===== src/rtl/uart_pkg.sv =====
// rtl/uart_pkg.sv - shared UART types, line levels and parity helper (UART_TX_PARITY_EN adds the parity state)
package uart_pkg;

    localparam int   OVERSAMPLE_DEFAULT = 16;
    localparam logic IDLE_LEVEL         = 1'b1;
    localparam logic START_LEVEL        = 1'b0;

    typedef enum logic [2:0] {
        ST_IDLE,
        ST_START_BIT,
        ST_DATA_BITS,
`ifdef UART_TX_PARITY_EN
        ST_PARITY_BIT,
`endif
        ST_STOP_BIT
    } tx_state_t;

    // Even parity over up to 8 data bits; unused upper bits must be zero.
    function automatic logic even_parity(input logic [7:0] data);
        return ^data;
    endfunction

endpackage


===== src/rtl/uart_bit_timer.sv =====
// rtl/uart_bit_timer.sv - oversample counter with clear and terminal-count pulse
module uart_bit_timer
    import uart_pkg::*;
#(
    parameter int OVERSAMPLE = OVERSAMPLE_DEFAULT
) (
    input  logic clk,
    input  logic rst,
    input  logic clear,
    output logic tick
);

    localparam int            CW   = (OVERSAMPLE > 1) ? $clog2(OVERSAMPLE) : 1;
    localparam logic [CW-1:0] LAST = CW'(OVERSAMPLE - 1);

    logic [CW-1:0] cnt;

    assign tick = (cnt == LAST);

    // Count clocks within a bit; wrap to zero on terminal count, never beyond.
    always_ff @(posedge clk) begin
        if (rst || clear || tick) begin
            cnt <= '0;
        end else begin
            cnt <= cnt + CW'(1);
        end
    end

endmodule


===== src/rtl/uart_tx.sv =====
// rtl/uart_tx.sv - UART transmitter, LSB first, optional even parity under UART_TX_PARITY_EN
module uart_tx
    import uart_pkg::*;
#(
    parameter int DATA_BITS  = 8,
    parameter int OVERSAMPLE = OVERSAMPLE_DEFAULT,
    parameter int STOP_BITS  = 1
) (
    input  logic                 clk,
    input  logic                 rst,
    input  logic                 en,
    input  logic                 start,
    input  logic [DATA_BITS-1:0] data_in,
    output logic                 out,
    output logic                 busy,
    output logic                 done
);

    localparam int            BW        = (DATA_BITS > 1) ? $clog2(DATA_BITS) : 1;
    localparam logic [BW-1:0] LAST_DATA = BW'(DATA_BITS - 1);
    localparam logic [BW-1:0] LAST_STOP = BW'(STOP_BITS - 1);

    tx_state_t            state, state_nxt;
    logic [DATA_BITS-1:0] shift, shift_nxt;
    logic [BW-1:0]        bit_cnt, bit_cnt_nxt;
    logic                 out_nxt, busy_nxt, done_nxt;
    logic                 tick;
    logic                 timer_clear;

`ifdef UART_TX_PARITY_EN
    logic parity_q;

    // Parity is fixed at accept so later data_in changes cannot disturb it.
    always_ff @(posedge clk) begin
        if (rst) begin
            parity_q <= 1'b0;
        end else if (en && state == ST_IDLE && start) begin
            parity_q <= even_parity(8'(data_in));
        end
    end
`endif

    // The bit clock restarts from zero on every accept and whenever the block is idle or disabled.
    assign timer_clear = (state == ST_IDLE) || !en;

    uart_bit_timer #(
        .OVERSAMPLE(OVERSAMPLE)
    ) u_bit_timer (
        .clk  (clk),
        .rst  (rst),
        .clear(timer_clear),
        .tick (tick)
    );

    // State and registered line outputs; outputs are registered so the line is glitch-free.
    always_ff @(posedge clk) begin
        if (rst) begin
            state   <= ST_IDLE;
            out     <= IDLE_LEVEL;
            busy    <= 1'b0;
            done    <= 1'b0;
            shift   <= '0;
            bit_cnt <= '0;
        end else begin
            state   <= state_nxt;
            out     <= out_nxt;
            busy    <= busy_nxt;
            done    <= done_nxt;
            shift   <= shift_nxt;
            bit_cnt <= bit_cnt_nxt;
        end
    end

    // Next state and next line value; bits advance only on the timer's terminal count.
    always_comb begin
        state_nxt   = state;
        shift_nxt   = shift;
        bit_cnt_nxt = bit_cnt;
        out_nxt     = out;
        busy_nxt    = busy;
        done_nxt    = 1'b0;

        if (!en) begin
            state_nxt   = ST_IDLE;
            out_nxt     = IDLE_LEVEL;
            busy_nxt    = 1'b0;
            bit_cnt_nxt = '0;
        end else begin
            unique case (state)
                ST_IDLE: begin
                    out_nxt  = IDLE_LEVEL;
                    busy_nxt = 1'b0;
                    if (start) begin
                        shift_nxt   = data_in;
                        bit_cnt_nxt = '0;
                        busy_nxt    = 1'b1;
                        out_nxt     = START_LEVEL;
                        state_nxt   = ST_START_BIT;
                    end
                end
                ST_START_BIT: begin
                    if (tick) begin
                        state_nxt   = ST_DATA_BITS;
                        out_nxt     = shift[0];
                        bit_cnt_nxt = '0;
                    end
                end
                ST_DATA_BITS: begin
                    if (tick) begin
                        if (bit_cnt == LAST_DATA) begin
                            bit_cnt_nxt = '0;
`ifdef UART_TX_PARITY_EN
                            state_nxt   = ST_PARITY_BIT;
                            out_nxt     = parity_q;
`else
                            state_nxt   = ST_STOP_BIT;
                            out_nxt     = IDLE_LEVEL;
`endif
                        end else begin
                            shift_nxt   = shift >> 1;
                            out_nxt     = shift[1];
                            bit_cnt_nxt = bit_cnt + BW'(1);
                        end
                    end
                end
`ifdef UART_TX_PARITY_EN
                ST_PARITY_BIT: begin
                    if (tick) begin
                        state_nxt   = ST_STOP_BIT;
                        out_nxt     = IDLE_LEVEL;
                        bit_cnt_nxt = '0;
                    end
                end
`endif
                ST_STOP_BIT: begin
                    if (tick) begin
                        if (bit_cnt == LAST_STOP) begin
                            state_nxt   = ST_IDLE;
                            out_nxt     = IDLE_LEVEL;
                            busy_nxt    = 1'b0;
                            done_nxt    = 1'b1;
                            bit_cnt_nxt = '0;
                        end else begin
                            bit_cnt_nxt = bit_cnt + BW'(1);
                        end
                    end
                end
                default: begin
                    state_nxt = ST_IDLE;
                    out_nxt   = IDLE_LEVEL;
                    busy_nxt  = 1'b0;
                end
            endcase
        end
    end

endmodule


===== config.mk =====
export PLATFORM = sky130hd
export DESIGN_NAME = uart_tx
export DESIGN_NICKNAME = d
export VERILOG_FILES = /design/src/rtl/uart_pkg.sv /design/src/rtl/uart_bit_timer.sv /design/src/rtl/uart_tx.sv
export SDC_FILE = /design/constraint.sdc
export NUM_CORES = 1
export LEC_CHECK = 0
export CELL_PAD_IN_SITES_DETAIL_PLACEMENT = 1
export CELL_PAD_IN_SITES_GLOBAL_PLACEMENT = 2
export CORE_MARGIN = 2
export CORE_UTILIZATION = 29
export DETAILED_ROUTE_END_ITERATION = 7
export PLACE_DENSITY = 0.83
export SYNTH_ARGS = -nofsm -noshare
export SYNTH_HDL_FRONTEND = slang
export SYNTH_SLANG_ARGS = --single-unit
export TNS_END_PERCENT = 50

===== constraint.sdc =====
create_clock -name clk -period 1.7 [get_ports clk]
set_input_delay 0.34 -clock clk [delete_from_list [all_inputs] [get_ports clk]]
set_output_delay 0.34 -clock clk [all_outputs]
set_load 0.005 [all_outputs]

Yosys cells after proc, flatten, opt, wreduce, memory -nomap -nowiden
Index checks and enable logic that the tools add are counted.
{"block": "op_classes", "order_cmp": 0, "shifts": 0, "reduce_logical": 16, "n_bitwise": 4, "mux": 30, "n_div": 0, "n_eq_ne": 12, "mul": 0, "n_addsub": 2}
{"operator": "$mux W3", "count": 12}
{"operator": "$mux W8", "count": 3}
{"operator": "$pmux W3 S4", "count": 2}
{"operator": "$pmux W8 S2", "count": 1}
{"operator": "$mux W1", "count": 10}
{"operator": "$reduce_and A5 Y1", "count": 2}
{"operator": "$ne A2 B2 Y1 const B", "count": 4}
{"operator": "$eq A3 B2 Y1 const B", "count": 2}
{"operator": "$logic_not A3 Y1", "count": 2}
{"operator": "$ne A2 B1 Y1 const B", "count": 3}
{"operator": "$reduce_and A6 Y1", "count": 1}
{"operator": "$add A4 B1 Y4 const B", "count": 1}
{"operator": "$eq A4 B4 Y1 const B", "count": 1}
{"operator": "$not A1 Y1", "count": 4}
{"operator": "$pmux W1 S4", "count": 1}
{"operator": "$reduce_and A4 Y1", "count": 1}
{"operator": "$reduce_bool A4 Y1", "count": 1}
{"operator": "$reduce_or A2 Y1", "count": 2}
{"operator": "$reduce_or A4 Y1", "count": 1}
{"operator": "$add A3 B1 Y3 const B", "count": 1}
{"operator": "$eq A3 B1 Y1 const B", "count": 1}
{"operator": "$eq A3 B3 Y1 const B", "count": 1}
{"operator": "$logic_or A1 B1 Y1", "count": 3}
{"operator": "$pmux W1 S3", "count": 1}
{"operator": "3 further kinds", "count": 3}
{"block": "totals", "regBits": 21, "romBits": 0, "latch_bits": 0, "input_bits": 12, "ram_bits": 0, "memories": 0}

Logic depth before layout (Yosys ltp)
{"block": "depth", "word_depth": 4, "ltp_mapped": 8}

Hierarchy
Synthesis repeated with hierarchy kept, for this count alone.
{"block": "unflattened", "hier_cells": 116, "area_unflattened_um2": 1073.5}
{"module": "uart_tx", "cells_each": 100, "area_each_um2": 915.9, "seq_area_each_um2": 320.3, "instances": 1}
{"module": "uart_bit_timer", "cells_each": 16, "area_each_um2": 157.7, "seq_area_each_um2": 80.1, "instances": 1}

Worst setup path before layout
No wires, ideal clock.
{"block": "synth_timing", "kind": "register -> register", "from": "register state[0]", "to": "register shift[1]", "synth_period_minus_slack_ns": 1.813, "path_buffers": 2, "slack_ns": -0.113, "arrival_time_ns": 1.734, "setup_time_ns": 0.079, "path_stages_with_launch": 9, "cell_sequence": "dfxtp_1 inv_1 ha_1 buf_4 and2_4 a2111oi_4 buf_6 nor2_1 a211oi_2"}
{"block": "synth_between", "elab_chain_cells": 3, "word_cells_on_any_way": 8, "cone_classes": "eq/ne: 4; mux: 1; reduce/logical: 3"}
{"element": "from (decl)", "line_no": "uart_tx.sv:23", "text": "tx_state_t state, state_nxt;"}
{"element": "from (signal assigned)", "line_no": "uart_tx.sv:65", "text": "state <= state_nxt;"}
{"element": "$eq A3 B2 Y1 / $logic_not A3 Y1 (equally long branches)", "line_no": "uart_tx.sv:89", "text": "unique case (state)"}
{"element": "$ne A2 B2 Y1 (no line) (tied with other cells)"}
{"element": "$reduce_and A5 Y1 (no line)"}
{"element": "to (signal assigned)", "line_no": "uart_tx.sv:69", "text": "shift <= shift_nxt;"}
{"element": "to (decl)", "line_no": "uart_tx.sv:24", "text": "logic [DATA_BITS-1:0] shift, shift_nxt;"}
Several ways; a longest one is shown, not always the timed one.
A chain may end at the register's enable or synchronous reset.

Worst setup path in the final report
{"block": "layout_timing", "from": "register state[0]", "to": "register state[0]"}
{"block": "layout_between", "elab_chain_cells": 3, "word_cells_on_any_way": 12, "cone_classes": "eq/ne: 9; mux: 1; reduce/logical: 2"}
{"element": "$eq A3 B2 Y1 (tied with other cells)", "line_no": "uart_tx.sv:89"}
{"element": "$ne A2 B2 Y1 (no line) / $ne A2 B1 Y1 (equally long branches)"}
{"element": "$reduce_and A6 Y1 (no line)"}
Several ways; a longest one is shown, not always the timed one.

==> summary by stage <==
Route
For this run, design rule violations remaining after detail routing come to 0. The average via count per standard cell is 4.91. The final route contains 997 vias. In this run, the number of DRC markers left after iteration 0 of detailed routing was 17. In the final routed layout, each cell accounts on average for 16.0 um.

The detail route stage leaves a number of antenna-violating nets equal to 0. The first detailed-routing pass took 3 iterations. The total length of routed wires is 3240 um.

Clock network
Buffers inserted during clock tree synthesis total 3. CTS built an H-tree with a depth of 1. The library cell used as clock root buffer is sky130_fd_sc_hd__clkbuf_8. TritonCTS built the clock tree. Clock latency on the worst-skew pair, taken at its later pin, is 0.26 ns.

Clock-pin slew was measured on the worst setup and hold paths at 0.08 ns. CTS saw 20 sinks. No sink is reached through more buffers than the 2 on the longest clock path.

Setup path
The setup path with the least slack is of type register to register. At the worst endpoint, the arrival time is 1.86 ns. STA classifies the critical path startpoint as a register.

Data on the critical path is required at its endpoint by 1.86 ns. The type of element capturing the critical path is a register. The largest fanout on the critical path is 5.

Timing
The worst path in the final design needs a cycle of 1.70 ns, including I/O delays and setup. Setup violations remaining at the end of the flow were counted as 0. The achievable frequency is 589 MHz. The final number of hold-violating endpoints is 0. The setup total negative slack is 0 ns. Measured against its own limit, the worst slew margin works out to 75.1%. Dividing the final minimum period by the clock period gives 99.8%. The worst hold slack across all endpoints is 0.467 ns. Setup repair after global routing could not meet its margin everywhere.

The worst-margin pin slew is 0.374 ns. The worst path setup slack after routing is 0.00282 ns. The number of slew-limit violations in the final report came to 0. The worst clock skew is 0.00688 ns.

Power and ir drop
The analysis attributes to cell leakage a power of 0.635 nW. Dividing total power by cell area gives a power density of 744 nW/um^2. The worst-case IR drop observed on VDD is 0.000597 V.

Synthesis
The gate count of the mapped netlist is 113. A synthesized cell averages 9.41 sq um. The async set-reset flop share out of synthesis is 0%.

After synthesis, flip-flops and latches occupy 37.6% of the total area. The dominant cell by count in the synthesized netlist is sky130_fd_sc_hd__dfxtp_1. Summing every instance area after synthesis gives 1060 sq um. The number of nets in the synthesized netlist is 133.

By area the synthesized netlist is led by sky130_fd_sc_hd__dfxtp_1 38%, sky130_fd_sc_hd__ha_1 9.4%, sky130_fd_sc_hd__mux2i_1 6.6%. The most used flip-flop cell after synthesis is sky130_fd_sc_hd__dfxtp_1. Counting flops with a built-in enable in the synthesized netlist gives 0. In the synthesized netlist, the cells that appear most often are 20 x sky130_fd_sc_hd__dfxtp_1, 12 x sky130_fd_sc_hd__nor2_1, 8 x sky130_fd_sc_hd__ha_1. The number of flip-flops and latches in the synthesized netlist is 20. Summed over its instances, the top area cell type makes up 37.6% of the synthesized netlist area. sky130_fd_sc_hd__dfxtp_1 takes more of the synthesized area than any other cell. Yosys mapped the design onto 35 distinct sky130hd cell types. The number of warnings printed during yosys synthesis is 0.

Cells and area
The layout has 407 filler cells. The antenna diode count is 0. Cells with a size suffix above 1 make up 43.9% of the layout. The layout overhead on the synthesized area is 60.7%.

The final non-filler cell total is 203. The net count reported at finish is 176.

Global route
The number of global-route vias before repair is 1053. Global routing used 15.5% of the available tracks across all layers. For this run the aggregate overflow at the end of global routing stands at 0. The number of antenna violations at the first check in global routing is 0. The maximum number of pins on one net before global-route repair is 13. The first-pass GRT wire length is 5010 um.

Placement
At the placement stage, the worst setup path has a slack of -0.215 ns. Input and output buffers added on the ports amount to 14. Routability-driven placement finished with a final weighted congestion of 0.767. The number of placed instances, taps included is 184. The sum of net half-perimeters after detailed placement is 2060 um.

Floorplan
In this run the count of I/O pins placed on the die edge is 15. From left edge to right edge, the die measures 64.6 um. In this run the standard cell core region covers 3610 sq um. The die covers 4170 sq um. In this run the core area contains 22 standard-cell rows. The floorplan step set the die height to 64.6 um. The initial utilization of the core area, before any placement, comes to 29.5%.

Worst hold path
The classification of the worst-slack hold path is register to register.

Run
The max-cap check violation count is 0.

Outcome
The flow ran to the end, and the final reports show no timing, DRC or antenna violations.
==> cells by family after synthesis <==
kind of cell / synth area share [%]
AND/OR/NAND/NOR: 18.1
adder cells (fa/ha/maj): 9.41
XOR/XNOR: 1.65
AO/OA/AOI/OAI: 21.6
flip-flops: 37.6
buffers and inverters: 4.94
multiplexers: 6.59
==> what timing repair did <==
item / in CTS / in global routing
setup buffers: 9 / 5
cloned: 1 / 0
pin swaps: 4 / 21
endpoints found under the setup margin: 10 / 14
hold buffers: 0 / 0
resized for setup: 24 / 17
==> metal layers <==
metal,wire length [um],vias to the layer above,global-route usage (%)
met1,1270,490,16.9
met4,12,0,1.60
met5,0,-,0
li1,-,489,-
met2,1850,16,31.4
met3,112,2,3.30
==> area by class of cell <==
type	count	area, sq um	share of cell area [%]
Clock buffer	3	41.3	2.42
Tap cell	48	60.1	3.51
Sequential cell	20	408	23.9
Inverter	5	23.8	1.39
Clock inverter	1	30.0	1.76
Multi-Input combinational cell	82	749	43.9
Timing Repair Buffer	44	397	23.2
==> where the power goes <==
| group | leakage (nW) | switching, mW | internal, mW |
|---|---|---|---|
| logic | 0.434 | 0.123 | 0.158 |
| registers | 0.165 | 0.0182 | 0.493 |
| clock network | 0.0357 | 0.166 | 0.315 |
| total | 0.635 | 0.307 | 0.965 |
==> state kept, by name, indices dropped and copies added (netlist names) <==
register / count
bit_cnt: 3
state: 2
shift: 8
u_bit_timer.cnt: 4
out: 1
busy: 1
done: 1
==> cell usage in the layout, fill, tap and decap left out, types with 3 or more instances in the layout <==
| master | instances |
|---|---|
| sky130_fd_sc_hd__buf_4 | 24 |
| sky130_fd_sc_hd__dfxtp_1 | 16 |
| sky130_fd_sc_hd__clkdlybuf4s50_1 | 14 |
| sky130_fd_sc_hd__nor2_1 | 12 |
| sky130_fd_sc_hd__nand2_1 | 7 |
| sky130_fd_sc_hd__mux2i_1 | 7 |
| sky130_fd_sc_hd__a21oi_2 | 5 |
| sky130_fd_sc_hd__buf_6 | 5 |
| sky130_fd_sc_hd__a211oi_2 | 4 |
| sky130_fd_sc_hd__ha_4 | 4 |
| sky130_fd_sc_hd__inv_1 | 3 |
| sky130_fd_sc_hd__nand3_1 | 3 |
| sky130_fd_sc_hd__a211oi_1 | 3 |
| sky130_fd_sc_hd__ha_1 | 3 |
| sky130_fd_sc_hd__dfxtp_2 | 3 |
| sky130_fd_sc_hd__clkbuf_8 | 3 |
==> worst paths after layout <==
kind                         to  depth (start not counted)  slack (ns)                from
max                    state[0]                          7       0.003            state[0]
min          u_bit_timer.cnt[0]                          1        0.47  u_bit_timer.cnt[0]
max reg2reg            state[0]                          7       0.003            state[0]
min reg2reg  u_bit_timer.cnt[0]                          1        0.47  u_bit_timer.cnt[0]
==> stage by stage <==
stage               instance area [sq um]  power [mW]  utilization (%)
floorplan                            1070       0.626                -
global placement                     1350       0.709             37.4
detailed placement                   1350       0.718             37.4
CTS                                  1610        1.25             44.6
global route                         1710        1.33             47.4
finish                               1710        1.27             47.4
==> worst max-delay path, cell delays in order, from the launching register on <==
cell	delay, ns
sky130_fd_sc_hd__dfxtp_2	0.36
sky130_fd_sc_hd__inv_4	0.05
sky130_fd_sc_hd__ha_4	0.16
sky130_fd_sc_hd__buf_4	0.13
sky130_fd_sc_hd__or3_4	0.41
sky130_fd_sc_hd__a21o_4	0.26
sky130_fd_sc_hd__o211ai_1	0.16
sky130_fd_sc_hd__nand2_1	0.06
(Power assumes the default switching activity.)
